--- config.mk ---
export PLATFORM = sky130hd
export DESIGN_NAME = cheby_t_table_writer
export DESIGN_NICKNAME = d
export VERILOG_FILES = /design/src/rtl/cheby_pkg.sv /design/src/rtl/cheby_step.sv /design/src/rtl/cheby_t_table_writer.sv
export SDC_FILE = /design/constraint.sdc
export NUM_CORES = 1
export LEC_CHECK = 0
export ABC_AREA = 1
export BUFFER_PORTS_ARGS = -buffer_cell sky130_fd_sc_hd__buf_2
export CAP_MARGIN = 10
export CORE_MARGIN = 2
export CORE_UTILIZATION = 65
export CTS_BUF_LIST = sky130_fd_sc_hd__clkbuf_8
export DETAILED_ROUTE_END_ITERATION = 10
export PLACE_DENSITY = 0.83
export SLEW_MARGIN = 20
export SYNTH_ARGS = -nofsm -noshare
export SYNTH_HDL_FRONTEND = slang
export SYNTH_SLANG_ARGS = --single-unit
--- constraint.sdc ---
create_clock -name clk -period 10.9 [get_ports clk]
set_input_delay 1.09 -clock clk [delete_from_list [all_inputs] [get_ports clk]]
set_output_delay 1.09 -clock clk [all_outputs]
set_load 0.01 [all_outputs]
--- src/rtl/cheby_pkg.sv ---
// Shared constants, state encoding and Q15 scaling for the Chebyshev T-table writer.
package cheby_pkg;

    localparam int DATA_W  = 16;
    localparam int ADDR_W  = 3;
    localparam int N_TERMS = 8;

    // T0 = 1.0 is not representable in Q15, so the largest positive word stands in for it.
    localparam logic [DATA_W-1:0] T0_ONE = 16'h7FFF;

    // Q15*Q15 gives Q30; shifting by 14 rather than 15 folds in the factor 2 of 2*x*T(k-1).
    localparam int FRAC_SHIFT = 14;

    localparam int PROD_W = 2 * DATA_W;

    typedef enum logic [2:0] {
        IDLE,
        SEED0,
        SEED1,
        MUL,
        WRITE,
        DONE
    } state_t;

endpackage

--- src/rtl/cheby_step.sv ---
// One recurrence step: (p >>> 14) - tm2 reduced to a Q15 word.
// With CHEBY_SAT_EN defined the result is clamped and flagged; otherwise it wraps.
module cheby_step
    import cheby_pkg::*;
(
    input  logic signed [PROD_W-1:0] i_p,
    input  logic signed [DATA_W-1:0] i_tm2,
    output logic        [DATA_W-1:0] o_res,
    output logic                     o_sat
);

    logic signed [PROD_W-1:0] p_shift;
    logic signed [PROD_W-1:0] d_full;

    // The true difference fits in 19 bits; the wider width just keeps the range test simple.
    assign p_shift = i_p >>> FRAC_SHIFT;
    assign d_full  = p_shift - PROD_W'(i_tm2);

`ifdef CHEBY_SAT_EN
    logic ovf;

    // Overflow whenever the bits above the Q15 sign bit disagree with it.
    assign ovf = (d_full[PROD_W-1:DATA_W-1] != {(PROD_W-DATA_W+1){1'b0}})
              && (d_full[PROD_W-1:DATA_W-1] != {(PROD_W-DATA_W+1){1'b1}});

    always_comb begin
        o_res = d_full[DATA_W-1:0];
        o_sat = 1'b0;
        if (ovf) begin
            o_sat = 1'b1;
            o_res = d_full[PROD_W-1] ? {1'b1, {(DATA_W-1){1'b0}}} : {1'b0, {(DATA_W-1){1'b1}}};
        end
    end
`else
    logic unused_hi;

    assign unused_hi = ^d_full[PROD_W-1:DATA_W];
    assign o_res     = d_full[DATA_W-1:0];
    assign o_sat     = 1'b0;
`endif

endmodule

--- src/rtl/cheby_t_table_writer.sv ---
// Fills an 8x16 coefficient RAM with T0(x)..T7(x) in Q15 using T(k) = 2x*T(k-1) - T(k-2).
// Define CHEBY_SAT_EN to clamp out-of-range terms and raise the sticky o_sat flag.
module cheby_t_table_writer
    import cheby_pkg::*;
(
    input  logic              clk,
    input  logic              rst,
    input  logic [DATA_W-1:0] i_x,
    input  logic              c_start,
    output logic              o_busy,
    output logic              o_done,
    output logic [ADDR_W-1:0] o_wr_address,
    output logic [DATA_W-1:0] o_wr_data,
    output logic              o_wr_en,
    output logic              o_sat
);

    localparam logic [ADDR_W-1:0] K_LAST  = ADDR_W'(N_TERMS - 1);
    localparam logic [ADDR_W-1:0] K_FIRST = ADDR_W'(2);

    state_t                    state_q, state_d;
    logic signed [DATA_W-1:0]  x_q, x_d;
    logic signed [DATA_W-1:0]  tm1_q, tm1_d;
    logic signed [DATA_W-1:0]  tm2_q, tm2_d;
    logic signed [PROD_W-1:0]  p_q, p_d;
    logic        [ADDR_W-1:0]  k_q, k_d;
    logic                      sat_q, sat_d;
    logic        [ADDR_W-1:0]  wr_addr_q, wr_addr_d;
    logic        [DATA_W-1:0]  wr_data_q, wr_data_d;

    logic                      wr_en;
    logic        [DATA_W-1:0]  step_res;
    logic                      step_sat;

    cheby_step u_step (
        .i_p   (p_q),
        .i_tm2 (tm2_q),
        .o_res (step_res),
        .o_sat (step_sat)
    );

    always_ff @(posedge clk or posedge rst) begin
        if (rst) begin
            state_q   <= IDLE;
            x_q       <= '0;
            tm1_q     <= '0;
            tm2_q     <= '0;
            p_q       <= '0;
            k_q       <= '0;
            sat_q     <= 1'b0;
            wr_addr_q <= '0;
            wr_data_q <= '0;
        end else begin
            state_q   <= state_d;
            x_q       <= x_d;
            tm1_q     <= tm1_d;
            tm2_q     <= tm2_d;
            p_q       <= p_d;
            k_q       <= k_d;
            sat_q     <= sat_d;
            wr_addr_q <= wr_addr_d;
            wr_data_q <= wr_data_d;
        end
    end

    // The write port is driven from the current state so each word lands in its own cycle;
    // the _q copies keep address and data stable between strobes.
    always_comb begin
        state_d   = state_q;
        x_d       = x_q;
        tm1_d     = tm1_q;
        tm2_d     = tm2_q;
        p_d       = p_q;
        k_d       = k_q;
        sat_d     = sat_q;
        wr_en     = 1'b0;
        wr_addr_d = wr_addr_q;
        wr_data_d = wr_data_q;
        o_busy    = 1'b0;
        o_done    = 1'b0;

        case (state_q)
            IDLE: begin
                if (c_start) begin
                    x_d     = i_x;
                    sat_d   = 1'b0;
                    state_d = SEED0;
                end
            end
            SEED0: begin
                o_busy    = 1'b1;
                wr_en     = 1'b1;
                wr_addr_d = '0;
                wr_data_d = T0_ONE;
                state_d   = SEED1;
            end
            SEED1: begin
                o_busy    = 1'b1;
                wr_en     = 1'b1;
                wr_addr_d = ADDR_W'(1);
                wr_data_d = x_q;
                tm1_d     = x_q;
                tm2_d     = T0_ONE;
                k_d       = K_FIRST;
                state_d   = MUL;
            end
            MUL: begin
                o_busy  = 1'b1;
                p_d     = x_q * tm1_q;
                state_d = WRITE;
            end
            WRITE: begin
                o_busy    = 1'b1;
                wr_en     = 1'b1;
                wr_addr_d = k_q;
                wr_data_d = step_res;
                tm2_d     = tm1_q;
                tm1_d     = step_res;
                sat_d     = sat_q | step_sat;
                if (k_q == K_LAST) begin
                    state_d = DONE;
                end else begin
                    k_d     = k_q + 1'b1;
                    state_d = MUL;
                end
            end
            DONE: begin
                o_done  = 1'b1;
                state_d = IDLE;
            end
            default: begin
                state_d = IDLE;
            end
        endcase
    end

    assign o_wr_en      = wr_en;
    assign o_wr_address = wr_addr_d;
    assign o_wr_data    = wr_data_d;
    assign o_sat        = sat_q;

endmodule

After elaboration in Yosys (flattened, before gate mapping)
Index checks and enable logic that the tools add are counted.

word-level totals
  register bits = 103
  bits of input ports = 19
  logic and storage cells = 37
  output and inout port bits = 23

operators by class
  eq/ne operators = 8
  reduce and logical (&&, ||, !) cells = 6
  multipliers = 1
  add/sub/neg operators = 2
  mux-type cells = 12

operators by type and width
  operator                                                               count
  16-bit case mux with 2 select lines                                    2
  16-bit case mux with 3 select lines                                    1
  16-bit by 16-bit multiplier with 30-bit output                         1
  16-bit subtractor                                                      1
  3-bit case mux with 5 select lines                                     1
  3-bit equality test, second input constant                             3
  3-bit two-way mux                                                      3
  3-bit case mux with 3 select lines                                     1
  3-bit by 2-bit equality test with 1-bit output, second input constant  2
  3-bit case mux with 2 select lines                                     1
  2-bit != test, second input constant                                   2
  2-bit AND reduction                                                    2
  4-bit OR reduction                                                     1
  3-bit by 1-bit adder with 3-bit output, second input constant          1
  3-bit by 1-bit equality test with 1-bit output, second input constant  1
  3-bit logical NOT                                                      1
  1-bit two-way mux                                                      3
  3-bit OR reduction                                                     1
  2-bit nonzero test                                                     1

Longest topological paths before layout
  word-level depth = 3
  mapped depth = 29
  mapped depth without buffers = 27

Cells and area by module
Synthesis repeated with hierarchy kept, for this count alone.

second synthesis, totals
  cells, all modules = 2093
  area total of the unflattened synthesis = 15945.3 um2

by module, submodules not included
  module                cells each  area each (um2)  sequential area each (um2)  times used
  cheby_t_table_writer  1895        14961.8          2652.5                      1
  cheby_step            198         983.4            0.0                         1

Worst setup path before layout
OpenSTA, ideal clock, no wires.

  path type = register to register
  start point = reg x_q[7]
  end point = reg p_q[21]
  clock period less this slack = 5397 ps
  data required time = 10783 ps
  setup slack = 5503 ps
  arrival time = 5279 ps
  stages on the path, launching flop included = 25
  setup time = 117 ps
  buffers on the path = 2
  cells stage by stage = dfrtp_1 > clkbuf_1 > clkbuf_1 > nand2_1 > fa_1 > inv_1 > fa_1 > inv_1 > fa_1 > inv_1 > fa_1 > fa_1 > inv_1 > fa_1 > inv_1 > ha_1 > a21oi_1 > o21ai_0 > nand2_1 > nand2_1 > a21oi_1 > nand2_1 > or2_0 > nand3_1 > nand2_1

on the way
  cells in the longest elaborated chain, start to end = 1

RTL lines
  element                                         line                         text
  start: declaration                              cheby_t_table_writer.sv:22   logic signed [DATA_W-1:0] x_q, x_d;
  start signal: assignment                        cheby_t_table_writer.sv:45   x_q <= '0;
  start signal: assignment                        cheby_t_table_writer.sv:55   x_q <= x_d;
  16-bit by 16-bit multiplier with 30-bit output  cheby_t_table_writer.sv:109  p_d = x_q * tm1_q;
  end signal: assignment                          cheby_t_table_writer.sv:58   p_q <= p_d;
  end: declaration                                cheby_t_table_writer.sv:25   logic signed [PROD_W-1:0] p_q, p_d;

No other way between the ends.
A chain may end at the register's enable or synchronous reset.

Worst setup path in the final report
  start point = reg tm1_q[7]
  end point = reg p_q[18]

on the way
  cells in the longest elaborated chain, start to end = 1

RTL lines
  element                                         line                         text
  start: declaration                              cheby_t_table_writer.sv:23   logic signed [DATA_W-1:0] tm1_q, tm1_d;
  start signal: assignment                        cheby_t_table_writer.sv:56   tm1_q <= tm1_d;
  16-bit by 16-bit multiplier with 30-bit output  cheby_t_table_writer.sv:109

No other way between the ends.

==> results.ini <==
[synth]
syn-num-nets=2260
synth_edf_count=0
synth_compound_area_share_pct=5.39
synthSimpleGateAreaFrac_pct=19.7
syn_area_mm2=0.0145
syn_inst=1900
synth.distinct_cells=45
netlist.area_leader.share_pct=34.2
yosysSeqAreaShare_pct=15.3
yosys_warnings=0
synth.avg_cell_area_um2=7.64
yosys-top-cells-area=fa_1, dfrtp_1, inv_1
synth_mux_area_share_pct=0.698
yosysTopAreaCell=fa_1
ys_ff_latch=89
synthAdderAreaFrac_pct=42.2
synthArstFlopShare_pct=100
synth_xor_area_share_pct=0.362
synth_top_family_by_area=adder cells
synth_top_flop_cell=dfrtp_1

[placement]
gp_congestion=0.993
port_buffers=40
place_hpwl_um=30700

[setup_path]
worstPathMaxFanout=18
crit_required_ps=11170
cp-start-kind=register
cp.arrival_ps=6500
cp-end-kind=register
crit_type=register to register
r2r_cells=23

[clock_network]
cts-resized-gates=0
numCtsBuffers=9
cts_setup_buffers=0
clk_path_buf_depth=2
insertion_delay_ps=380
clock_sinks=89
cts_tree=yes
clockRootBuffer=clkbuf_8
path_clk_slew_ps=100
ctsHoldBuffers=0
htreeDepth=3

[drt]
drt-total-wl_um=38900
ant_nets=0
drt-pass1-iter-count=6
wl_per_cell_um=17.9
post-route-drc-count=0
vias_per_cell=5.48
via_count=11900
drtIter0Drc=824

[finish]
area_delta_synth_final_pct=3.21
drive_above_1_share_pct=5.09
antennaDiodeCount=0
final_cell_mix=inv_1, nand2_1, fa_1, ha_1, dfrtp_1
nets=2241
post-route-util_pct=68.5
mostFrequentLayoutCell=inv_1

[sta]
relSlewSlack_pct=24.7
final_hold_viol_count=0
final-setup-viol-count=0
fin_setup_tns_ps=0
post-route-min-period_ps=6230
min_period_over_period_pct=57.1
drv_slew=0
worst_pin_slew_ps=1130
max_freq_mhz=161
rsz0062_at_grt=false
finClkSkew_ps=16.1

[floorplan]
die_y_um=153
ios=42
rows=54
fp.dieW_um=153
start_util_pct=66.3
coreArea_mm2=0.0219
fp.dieArea_mm2=0.0236

[global_routing]
grt.total_usage_pct=35.2
grt.busiest_layer=met2
grt_use_met1_pct=48.4
antenna_found_initial=1
grtUsageMet3_pct=5.81
grt_max_degree=53
met2_usage_pct=58.9
grt_pass1_wl_um=64800
overflow=0
grt_pass1_vias=12700

[flow_run]
maxCapViolCount=0

[status]
outcome=complete, no violations

[min_path]
min_path_cells=2
hold_class=register to register

registers in the layout, summed over array words and instances (netlist names):
name	count
x_q	16
wr_addr_q	3
tm1_q	16
p_q	16
k_q	3
wr_data_q	16
tm2_q	16
state_q	3
kinds of logic after synthesis:
kind of cell             count (synthesis)
AO/OA/AOI/OAI                          140
adder cells (fa/ha/maj)                341
XOR/XNOR                                 6
AND/OR/NAND/NOR                        700
other                                    1
buffers and inverters                  614
multiplexers                             9
flip-flops                              89
metrics by stage:
step | area [µm²] | cells | hold WS, ps | worst slack (ps)
after global placement | 14800 | 2150 | 473 | 4820
after floorplan | 14500 | 1900 | 453 | 5500
after CTS | 15000 | 2166 | 504 | 4780
after global routing | 15000 | 2166 | 517 | 4260
after detailed placement | 14800 | 2150 | 479 | 4800
final | 15000 | 2166 | 503 | 4670
metal layers:
| layer | up-vias | part of all wire (%) | wire (µm) |
|---|---|---|---|
| met4 | 2 | 3.0 | 1180 |
| met2 | 480 | 47 | 18400 |
| met3 | 88 | 8.4 | 3280 |
| met5 | - | 0.033 | 13 |
| li1 | 5466 | - | - |
| met1 | 5834 | 41 | 16000 |
cell usage after synthesis (12+ instances only):
master,n
a21oi_1,66
nand2_1,495
nand3_1,77
fa_1,248
dfrtp_1,89
nor2_1,83
nand4_1,14
clkbuf_1,59
inv_1,526
buf_4,12
o21ai_0,33
ha_1,93
worst paths after layout:
kind                                      start                     end  slack, ps
setup / recovery           tm1_q[7]$_DFFE_PP0N_     p_q[18]$_DFFE_PP0N_       4670
hold / removal              p_q[18]$_DFFE_PP0N_     p_q[18]$_DFFE_PP0N_        500
setup reg to reg           tm1_q[7]$_DFFE_PP0N_     p_q[18]$_DFFE_PP0N_       4670
hold reg to reg             p_q[18]$_DFFE_PP0N_     p_q[18]$_DFFE_PP0N_        500
max in group asynchronous                   rst    tm2_q[7]$_DFFE_PP0N_       8980
min in group asynchronous                   rst  wr_addr_q[2]$_DFF_PP0_        780
final cells by class:
type | instances | area [µm²]
fill | 1803 | 6900
inverter | 534 | 2010
timing repair buffer | 50 | 275
tap | 280 | 350
clock buffer | 9 | 124
sequential | 89 | 2230
clock inverter | 7 | 73.8
multi-input combinational | 1197 | 9930
critical path, cell delays in order, from the launching register on:
cell and delay (ps):
dfrtp_1 1090, nand2_1 190, fa_1 580, inv_1 50
fa_1 510, inv_1 60, fa_1 520, inv_1 50
fa_1 390, fa_1 510, inv_1 50, fa_1 510
inv_1 50, ha_1 350, nand2_2 140, inv_1 50
a21oi_1 280, nand2_1 150, inv_1 90, nand2_1 110
nand2_1 100, nand3_1 70, nand3_1 130, nand2_1 60
Power is not shown: default switching activity piles up to over one toggle a cycle in this logic, so the estimate is an artifact.
